`config.mk`:
```
export PLATFORM = sky130hd
export DESIGN_NAME = if_stage_flat
export DESIGN_NICKNAME = d
export VERILOG_FILES = /design/src/rtl/dlx_pkg.sv /design/src/rtl/if_stage_if.sv /design/src/rtl/fetch_fifo.sv /design/src/rtl/if_stage.sv /design/src/flat_wrapper.sv
export SDC_FILE = /design/constraint.sdc
export NUM_CORES = 1
export LEC_CHECK = 0
export BUFFER_PORTS_ARGS = -buffer_cell sky130_fd_sc_hd__buf_2
export CORE_MARGIN = 2
export CORE_UTILIZATION = 50
export DETAILED_ROUTE_END_ITERATION = 8
export PLACE_DENSITY = 0.77
export SYNTH_ARGS = -nofsm -noshare
export SYNTH_HDL_FRONTEND = slang
export SYNTH_SLANG_ARGS = --single-unit
```
`constraint.sdc`:
```
create_clock -name clk -period 6.76 [get_ports clk]
set_input_delay 0.676 -clock clk [delete_from_list [all_inputs] [get_ports clk]]
set_output_delay 0.676 -clock clk [all_outputs]
set_load 0.01 [all_outputs]
```
`src/rtl/dlx_pkg.sv`:
```
// Shared DLX pipeline types and constants.
// Used by the fetch stage, its prefetch FIFO and the memory interface.
package dlx_pkg;

   localparam int unsigned XLEN = 32;
   localparam logic [XLEN-1:0] NOP_INSN = 32'h0000_0000;

   typedef enum logic {
      FETCH = 1'b0,
      DRAIN = 1'b1
   } fetch_state_t;

   typedef struct packed {
      logic [XLEN-1:0] instr;
      logic [XLEN-1:0] pc4;
   } fetch_entry_t;

   // Sequential fetch address; wraps modulo 2^32
   function automatic logic [XLEN-1:0] pc_next(input logic [XLEN-1:0] pc);
      return pc + 32'd4;
   endfunction

endpackage

```
`src/rtl/if_stage_if.sv`:
```
// Instruction-memory request/acknowledge bus between fetch and memory.
// The read data is valid in the same cycle as the acknowledge.
interface if_stage_if;
   import dlx_pkg::*;

   logic            i_req;
   logic [XLEN-1:0] i_addr;
   logic            i_ack;
   logic [XLEN-1:0] i_rdata;

   modport master (
      output i_req,
      output i_addr,
      input  i_ack,
      input  i_rdata
   );

   modport slave (
      input  i_req,
      input  i_addr,
      output i_ack,
      output i_rdata
   );

endinterface

```
`src/rtl/fetch_fifo.sv`:
```
// Two-entry prefetch buffer of {instr, pc+4}; entry 0 is always the head.
// Flush wins over push; push and pop together at full keeps it full.
module fetch_fifo
   import dlx_pkg::*;
#(
   parameter int unsigned DEPTH = 2
) (
   input  logic         clk,
   input  logic         reset_n,
   input  logic         push,
   input  fetch_entry_t entry_in,
   input  logic         pop,
   input  logic         flush,
   output logic [1:0]   count,
   output fetch_entry_t head
);

   localparam logic [1:0] FULL = 2'(DEPTH);

   fetch_entry_t e0_q, e1_q;
   logic [1:0]   count_q;
   logic         do_pop;

   assign do_pop = pop && (count_q != 2'd0);

   always_ff @(posedge clk) begin
      if (!reset_n) begin
         count_q <= 2'd0;
      end else if (flush) begin
         count_q <= 2'd0;
      end else begin
         case ({push, do_pop})
            2'b10: begin
               if (count_q != FULL) begin
                  if (count_q == 2'd0) e0_q <= entry_in;
                  else                 e1_q <= entry_in;
                  count_q <= count_q + 2'd1;
               end
            end
            2'b01: begin
               e0_q    <= e1_q;
               count_q <= count_q - 2'd1;
            end
            2'b11: begin
               // Occupancy unchanged; the new word lands behind what remains
               if (count_q == 2'd1) begin
                  e0_q <= entry_in;
               end else begin
                  e0_q <= e1_q;
                  e1_q <= entry_in;
               end
            end
            default: ;
         endcase
      end
   end

   assign count = count_q;
   assign head  = e0_q;

endmodule

```
`src/rtl/if_stage.sv`:
```
// DLX instruction-fetch stage: owns the PC, drives the instruction-memory handshake,
// buffers up to two fetched words for decode and squashes wrong-path fetches on redirect.
module if_stage
   import dlx_pkg::*;
#(
   parameter logic [XLEN-1:0] RESET_PC  = 32'h0000_0000,
   parameter int unsigned     BUF_DEPTH = 2
) (
   input  logic            clk,
   input  logic            reset_n,
   if_stage_if.master      imem,
   input  logic            pc_cmd_ID,
   input  logic [XLEN-1:0] pc_in_ID,
   input  logic            pc_cmd_EX,
   input  logic [XLEN-1:0] pc_in_EX,
   input  logic            stall_ID,
   output logic            valid_ID,
   output logic [XLEN-1:0] i_data_read,
   output logic [XLEN-1:0] PC_ID
);

   localparam logic [1:0] FULL = 2'(BUF_DEPTH);

   fetch_state_t    state_q;
   logic [XLEN-1:0] fetch_pc_q;
   logic [XLEN-1:0] drain_addr_q;

   fetch_entry_t    head;
   fetch_entry_t    entry_in;
   logic [1:0]      count;
   logic            redirect;
   logic [XLEN-1:0] target;
   logic            pop;
   logic            push;
   logic            req;
   logic            accept;

   // A stalled decode cannot own its jump yet, so only execute may redirect then
   assign redirect = pc_cmd_EX || (pc_cmd_ID && !stall_ID);
   assign target   = pc_cmd_EX ? pc_in_EX : pc_in_ID;

   assign valid_ID = reset_n && (count != 2'd0);
   assign pop      = valid_ID && !stall_ID;

   assign req = reset_n && ((state_q == DRAIN) || (count < FULL) || ((count == FULL) && pop));
   assign accept = req && imem.i_ack;
   assign push   = (state_q == FETCH) && accept && !redirect;

   assign entry_in.instr = imem.i_rdata;
   assign entry_in.pc4   = pc_next(fetch_pc_q);

   assign imem.i_req  = req;
   assign imem.i_addr = (state_q == DRAIN) ? drain_addr_q : fetch_pc_q;

   assign i_data_read = valid_ID ? head.instr : NOP_INSN;
   assign PC_ID       = valid_ID ? head.pc4 : '0;

   fetch_fifo #(
      .DEPTH (BUF_DEPTH)
   ) u_fifo (
      .clk      (clk),
      .reset_n  (reset_n),
      .push     (push),
      .entry_in (entry_in),
      .pop      (pop),
      .flush    (redirect),
      .count    (count),
      .head     (head)
   );

   always_ff @(posedge clk) begin
      if (!reset_n) begin
         state_q      <= FETCH;
         fetch_pc_q   <= RESET_PC;
         drain_addr_q <= '0;
      end else begin
         unique case (state_q)
            FETCH: begin
               if (redirect) begin
                  fetch_pc_q <= target;
                  // An unacknowledged request must be held until memory takes it
                  if (req && !imem.i_ack) begin
                     state_q      <= DRAIN;
                     drain_addr_q <= fetch_pc_q;
                  end
               end else if (accept) begin
                  fetch_pc_q <= pc_next(fetch_pc_q);
               end
            end
            DRAIN: begin
               if (redirect)   fetch_pc_q <= target;
               if (imem.i_ack) state_q    <= FETCH;
            end
            default: state_q <= FETCH;
         endcase
      end
   end

endmodule

```
`src/flat_wrapper.sv`:
```
// flat-port wrapper written by rule: the top's interface ports become plain ports
module if_stage_flat import dlx_pkg::*;
#(
   parameter logic [XLEN-1:0] RESET_PC  = 32'h0000_0000,
   parameter int unsigned     BUF_DEPTH = 2
)
  (clk, reset_n, pc_cmd_ID, pc_in_ID, pc_cmd_EX, pc_in_EX, stall_ID, valid_ID, i_data_read, PC_ID, imem_i_req, imem_i_addr, imem_i_ack, imem_i_rdata);
  if_stage_if imem_i ();
  input  logic clk;
  input  logic reset_n;
  input  logic pc_cmd_ID;
  input  logic [XLEN-1:0] pc_in_ID;
  input  logic pc_cmd_EX;
  input  logic [XLEN-1:0] pc_in_EX;
  input  logic stall_ID;
  output logic valid_ID;
  output logic [XLEN-1:0] i_data_read;
  output logic [XLEN-1:0] PC_ID;
  output wire logic [$bits(imem_i.i_req)-1:0] imem_i_req;
  output wire logic [$bits(imem_i.i_addr)-1:0] imem_i_addr;
  input wire logic [$bits(imem_i.i_ack)-1:0] imem_i_ack;
  input wire logic [$bits(imem_i.i_rdata)-1:0] imem_i_rdata;
  assign imem_i_req = imem_i.i_req;
  assign imem_i_addr = imem_i.i_addr;
  assign imem_i.i_ack = imem_i_ack;
  assign imem_i.i_rdata = imem_i_rdata;
  if_stage #(.RESET_PC(RESET_PC), .BUF_DEPTH(BUF_DEPTH)) u_core (.clk(clk), .reset_n(reset_n), .imem(imem_i), .pc_cmd_ID(pc_cmd_ID), .pc_in_ID(pc_in_ID), .pc_cmd_EX(pc_cmd_EX), .pc_in_EX(pc_in_EX), .stall_ID(stall_ID), .valid_ID(valid_ID), .i_data_read(i_data_read), .PC_ID(PC_ID));
endmodule
```
# Word-level counts from Yosys, hierarchy flattened
# Cells that the tools add are included.
# Widths: inputs -> output; s select.
# op_classes
reduce_logical	27
n_shift	0
order_cmp	1
n_bitwise	3
n_addsub	3
mul	0
mux	22
n_eq_ne	12
div	0
# op_table
cell	count
$mux 64	6
$mux 32	7
$pmux 64 s3	1
$pmux 64 s2	1
$pmux 32 s2	1
$add 32x3->32 const B	1
$ne 2x2->1 const B	6
$logic_and 1x1->1	10
$eq 2x2->1 const B	3
$reduce_and 6->1	1
$reduce_bool 2->1	3
$reduce_and 5->1	1
$eq 2x1->1 const B	2
$pmux 2 s2	1
$reduce_and 2->1	2
$logic_not 1->1	3
$logic_or 1x1->1	3
$mux 1	3
$ne 3x1->1 const B	1
$not 1->1	3
$reduce_and 3->1	1
$reduce_bool 3->1	1
$add 2x1->2 const B	1
$logic_not 2->1	1
other kinds (5)	5
# word_totals
romBits	0
latchBits	0
input_bits	102
n_memories	0
reg_bits	195
ram_bits	0

# Longest topological paths before layout
# depth
depth_word	12
depth_mapped	13
mapped_depth_nobuf	12

# By module
# From an unflattened synthesis, not the netlist that was laid out.
# hier_totals
cells_unflattened	873
area_unflattened_um2	9824.4
# by_module_without_submodules
mod	cells_each	n_inst	area_each_um2
fetch_fifo	224	1	5151.2
if_stage	649	1	4673.2

# Worst setup path after synthesis
# Ideal clock, no wire load.
# synth_timing
path_type	in2reg
from	in pc_cmd_EX
to	reg u_core.u_fifo.e1_q[0] (netlist name), enable pin
arrival_time_ns	6.238
stages	9
path_slack_ns	-0.043
setup_time_ns	0.565
path_buffers	2
required_ns	6.195
cell_sequence	clkbuf_1 inv_1 nand3_1 clkbuf_1 nor2_1 ha_1 nor2_1 a31oi_1 nor3_1
# synth_between
elab_chain_len	6
# synth_rtl
item	line_no	text
start, declared	flat_wrapper.sv:13	input logic pc_cmd_EX;
$logic_or 1x1->1 (*)	if_stage.sv:39	assign redirect = pc_cmd_EX || (pc_cmd_ID && !stall_ID);
$logic_not 1->1	if_stage.sv:47	assign push = (state_q == FETCH) && accept && !redirect;
$logic_and 1x1->1	if_stage.sv:47	
$eq 2x2->1	fetch_fifo.sv:32	case ({push, do_pop})
$ne 2x2->1 (no source line) / $reduce_bool 2->1 (equally long branches)	-	
$reduce_and 6->1 (no source line) (*)	-	
end signal, assigned	fetch_fifo.sv:36	else e1_q <= entry_in;
end signal, assigned	fetch_fifo.sv:50	e1_q <= entry_in;
end, declared	fetch_fifo.sv:20	fetch_entry_t e0_q, e1_q;
# Every way passes the cells marked *; elsewhere a longest branch is shown, timed or not.
# A chain may end at the register's enable or synchronous reset.

# Worst setup path after layout
# layout_timing
from	in reset_n
to	reg u_core.u_fifo.e0_q (netlist bit u_core.u_fifo.head[19]) (data pin)
# layout_between
elab_chain_len	10
# layout_rtl
item	line_no	text
start, declared	flat_wrapper.sv:10	input logic reset_n;
$logic_and 1x1->1	if_stage.sv:42	assign valid_ID = reset_n && (count != 2'd0);
$logic_and 1x1->1	if_stage.sv:43	assign pop = valid_ID && !stall_ID;
$logic_and 1x1->1	if_stage.sv:45	assign req = reset_n && ((state_q == DRAIN) || (count < FULL) || ((count == FULL) && pop));
$logic_or 1x1->1	if_stage.sv:45	
$logic_and 1x1->1	if_stage.sv:45	
$logic_and 1x1->1	if_stage.sv:46	assign accept = req && imem.i_ack;
$logic_and 1x1->1 (2 in a row)	if_stage.sv:47	
$eq 2x2->1 / $eq 2x1->1 (equally long branches)	fetch_fifo.sv:32	
$pmux 64 s3 (*)	fetch_fifo.sv:32	
end signal, assigned	fetch_fifo.sv:35	if (count_q == 2'd0) e0_q <= entry_in;
end signal, assigned	fetch_fifo.sv:41	e0_q <= e1_q;
end signal, assigned	fetch_fifo.sv:47	e0_q <= entry_in;
end, declared	fetch_fifo.sv:20	
# Marked as above.

==> results.toml <==
[clock_network]
htreeDepth = 4
cts-root-buf = "clkbuf_16"
clock_latency_ns = 0.43
post_cts_buffers = 0
cts_resized = 0
cts_inserted_buffers = 17
holdBufCountCts = 0
clockBufferDepth = 2
cts_sinks = 195
path_clk_slew_ns = 0.07
cts_tree = "done"

[sta]
relSlewSlack_pct = 25.8
fin_worst_skew_ns = 0.00846
setup_violations = 0
fin_crit_ns = 3.90
rsz0062_at_grt = "false"
hold_violations = 0
fin_setup_tns_ns = 0
clock.fmax_mhz = 256
worstMarginPinSlew_ns = 1.11
period_share_pct = 57.7
slew_violations = 0

[final_layout]
final_nets = 1131
fin_area_um2 = 11000
n_fill_cell = 1495
drive_gt1_share_pct = 27.5
antennaDiodeCount = 0
syn_to_final_growth_pct = 18.0

[synth]
yosysSeqAreaShare_pct = 55.6
async_reset_ff_share_pct = 0
yosys-top-cells-area = "edfxtp_1, dfxtp_1, a22o_1"
syn_area_per_cell_um2 = 10.7
yosysTopAreaCellShare_pct = 41.2
yosys-top-cells-count = "edfxtp_1, nand2_1, and2_1, dfxtp_1"
synth_cells = 869
ys_warn_count = 0
synth_most_common_cell = "edfxtp_1"
ys_ff_latch = 195
synth.net_count = 978
synth_top_area_cell = "edfxtp_1"
synth_edf_count = 128
ys_types = 56
syn-cell-area_um2 = 9320
synthFlopType = "edfxtp_1"

[grt]
grt_pass1_wl_um = 34600
grt_max_degree = 67
grt_pass1_vias = 6498
grt_overflow = 0
grt_antenna_before_repair = 0
track_usage_pct = 22.2

[route]
drcViolationCount = 0
drtPass1Iterations = 5
wirelength_um = 22200
wl_per_cell_um = 17.5
drt-initial-drc-count = 592
vias = 7240
viasPerCell = 5.73
antenna_left = 0

[worst_setup_path]
end_kind = "flop"
critPathKind = "input pin to flop"
cp_data_arrival_time_ns = 4.20
cpPeakStageDelay_ns = 0.93
startpoint_type = "input pin"
crit_path_top_delay_cell = "nor2b_4"
cp_cell_sequence = "buf_2 -> buf_4 -> nor2b_4 -> nand2b_1 -> inv_1 -> ha_1 -> nor2b_1 -> nor2_1 -> nor2_4 -> buf_4 -> a22o_1"
crit_fanout = 66
required_ns = 7.05
crit_top_cell = "buf_4"

[placed_design]
portBuffers = 199
gp_congestion = 0.910
dp_hpwl_um = 15300
dpl_cell_area_um2 = 10400

[floorplanning]
core_area_um2 = 18100
dieArea_um2 = 19800
rows = 49
initial_core_util_pct = 51.4
die_w_um = 141
die_y_um = 141
ios = 200

[power_and_ir_drop]
powerDensity_nw_per_um2 = 241
vdd_ir_drop_max_uv = 171
p_leak_nw = 4.33

[min_path]
hold_path_class = "input pin to flop"

[flow_run]
maxCapViolations = 0

[outcome]
status = "completed"
[critical path: cells and delay by family]
kind	cells	cell delay, ns
AOI/OAI and AO/OA	1	0.25
adders and majority gates	1	0.24
buffers and inverters	4	1.29
and+or+nand+nor	5	1.70
[flip-flops by register name (all words and copies together), names as in the netlist]
register,flops
u_core.state_q,1
u_core.u_fifo.e1_q,64
u_core.fetch_pc_q,32
u_core.drain_addr_q,32
u_core.u_fifo.head,64
u_core.u_fifo.count,2
[per-stage QoR]
stage	utilization, %	std cells	total power [mW]	hold slack (ns)	setup WS (ns)
after detailed placement	57.5	1232	1.70	0.449	2.35
after global routing	60.6	1264	2.74	0.433	2.42
after CTS	60.6	1264	2.66	0.432	2.81
after floorplan	-	869	1.58	0.432	1.91
final	60.6	1264	2.65	0.439	2.86
after global placement	57.5	1232	1.69	0.441	2.60
[layer usage]
layer  vias to the layer above  track usage (%)  routed length, um
met2                       390             34.3               9900
li1                       3475                -                  -
met4                         0             5.68                364
met1                      3339             32.5               9850
met5                         -                0                  0
met3                        36             4.14               2060
[cell usage in the layout (no fill, tap or decap), types with 21 or more instances in the layout]
cell,instances
buf_2,199
edfxtp_1,128
nand2_1,111
and2_1,67
dfxtp_1,67
a22o_1,63
o21ai_0,58
mux2_2,33
nor2_1,32
a21oi_1,27
xnor2_1,23
mux2i_1,22
nand3_1,21
[logic make-up (layout without fill, tap and decap cells)]
logic type      Yosys count  after routing  share of synthesized area [%]
compound gates          196            196                           14.5
xor+xnor                 30             30                           2.90
fa+ha+maj                 7              7                          0.939
buf+inv                  89            255                           3.70
flops                   195            195                           55.6
mux                      55             55                           6.35
simple gates            297            297                           16.0
[final cells by class]
type / instances / area, um2 / area share [%]
well taps: 229 / 287 / 2.60
multi-input cells: 585 / 3840 / 34.9
inverters: 14 / 52.6 / 0.478
clock buffers: 19 / 433 / 3.93
clock inverters: 13 / 134 / 1.22
flip-flops and latches: 195 / 5180 / 47.1
repair buffers: 209 / 1070 / 9.74
[power by group]
group | leakage [nW] | total (mW) | internal, mW | switching, mW
sequential | 1.70 | 1.37 | 1.32 | 0.0495
clock | 0.270 | 0.978 | 0.544 | 0.434
combinational | 2.36 | 0.311 | 0.137 | 0.174
[path summary, 6_finish.rpt]
kind / depth (start not counted) / to / from / slack, ns
worst max-delay path: 11 / u_core.u_fifo.head[19]$_DFFE_PP_ / reset_n / 2.86
worst min register to register: 2 / u_core.drain_addr_q[25]$_SDFFE_PN0P_ / u_core.drain_addr_q[25]$_SDFFE_PN0P_ / 0.46
worst min-delay path: 1 / u_core.u_fifo.e1_q[50]$_DFFE_PP_ / imem_i_rdata[18] / 0.44
worst max register to register: 11 / u_core.u_fifo.head[19]$_DFFE_PP_ / u_core.u_fifo.count[1]$_SDFFE_PP0P_ / 3.01
(Power assumes the default switching activity.)
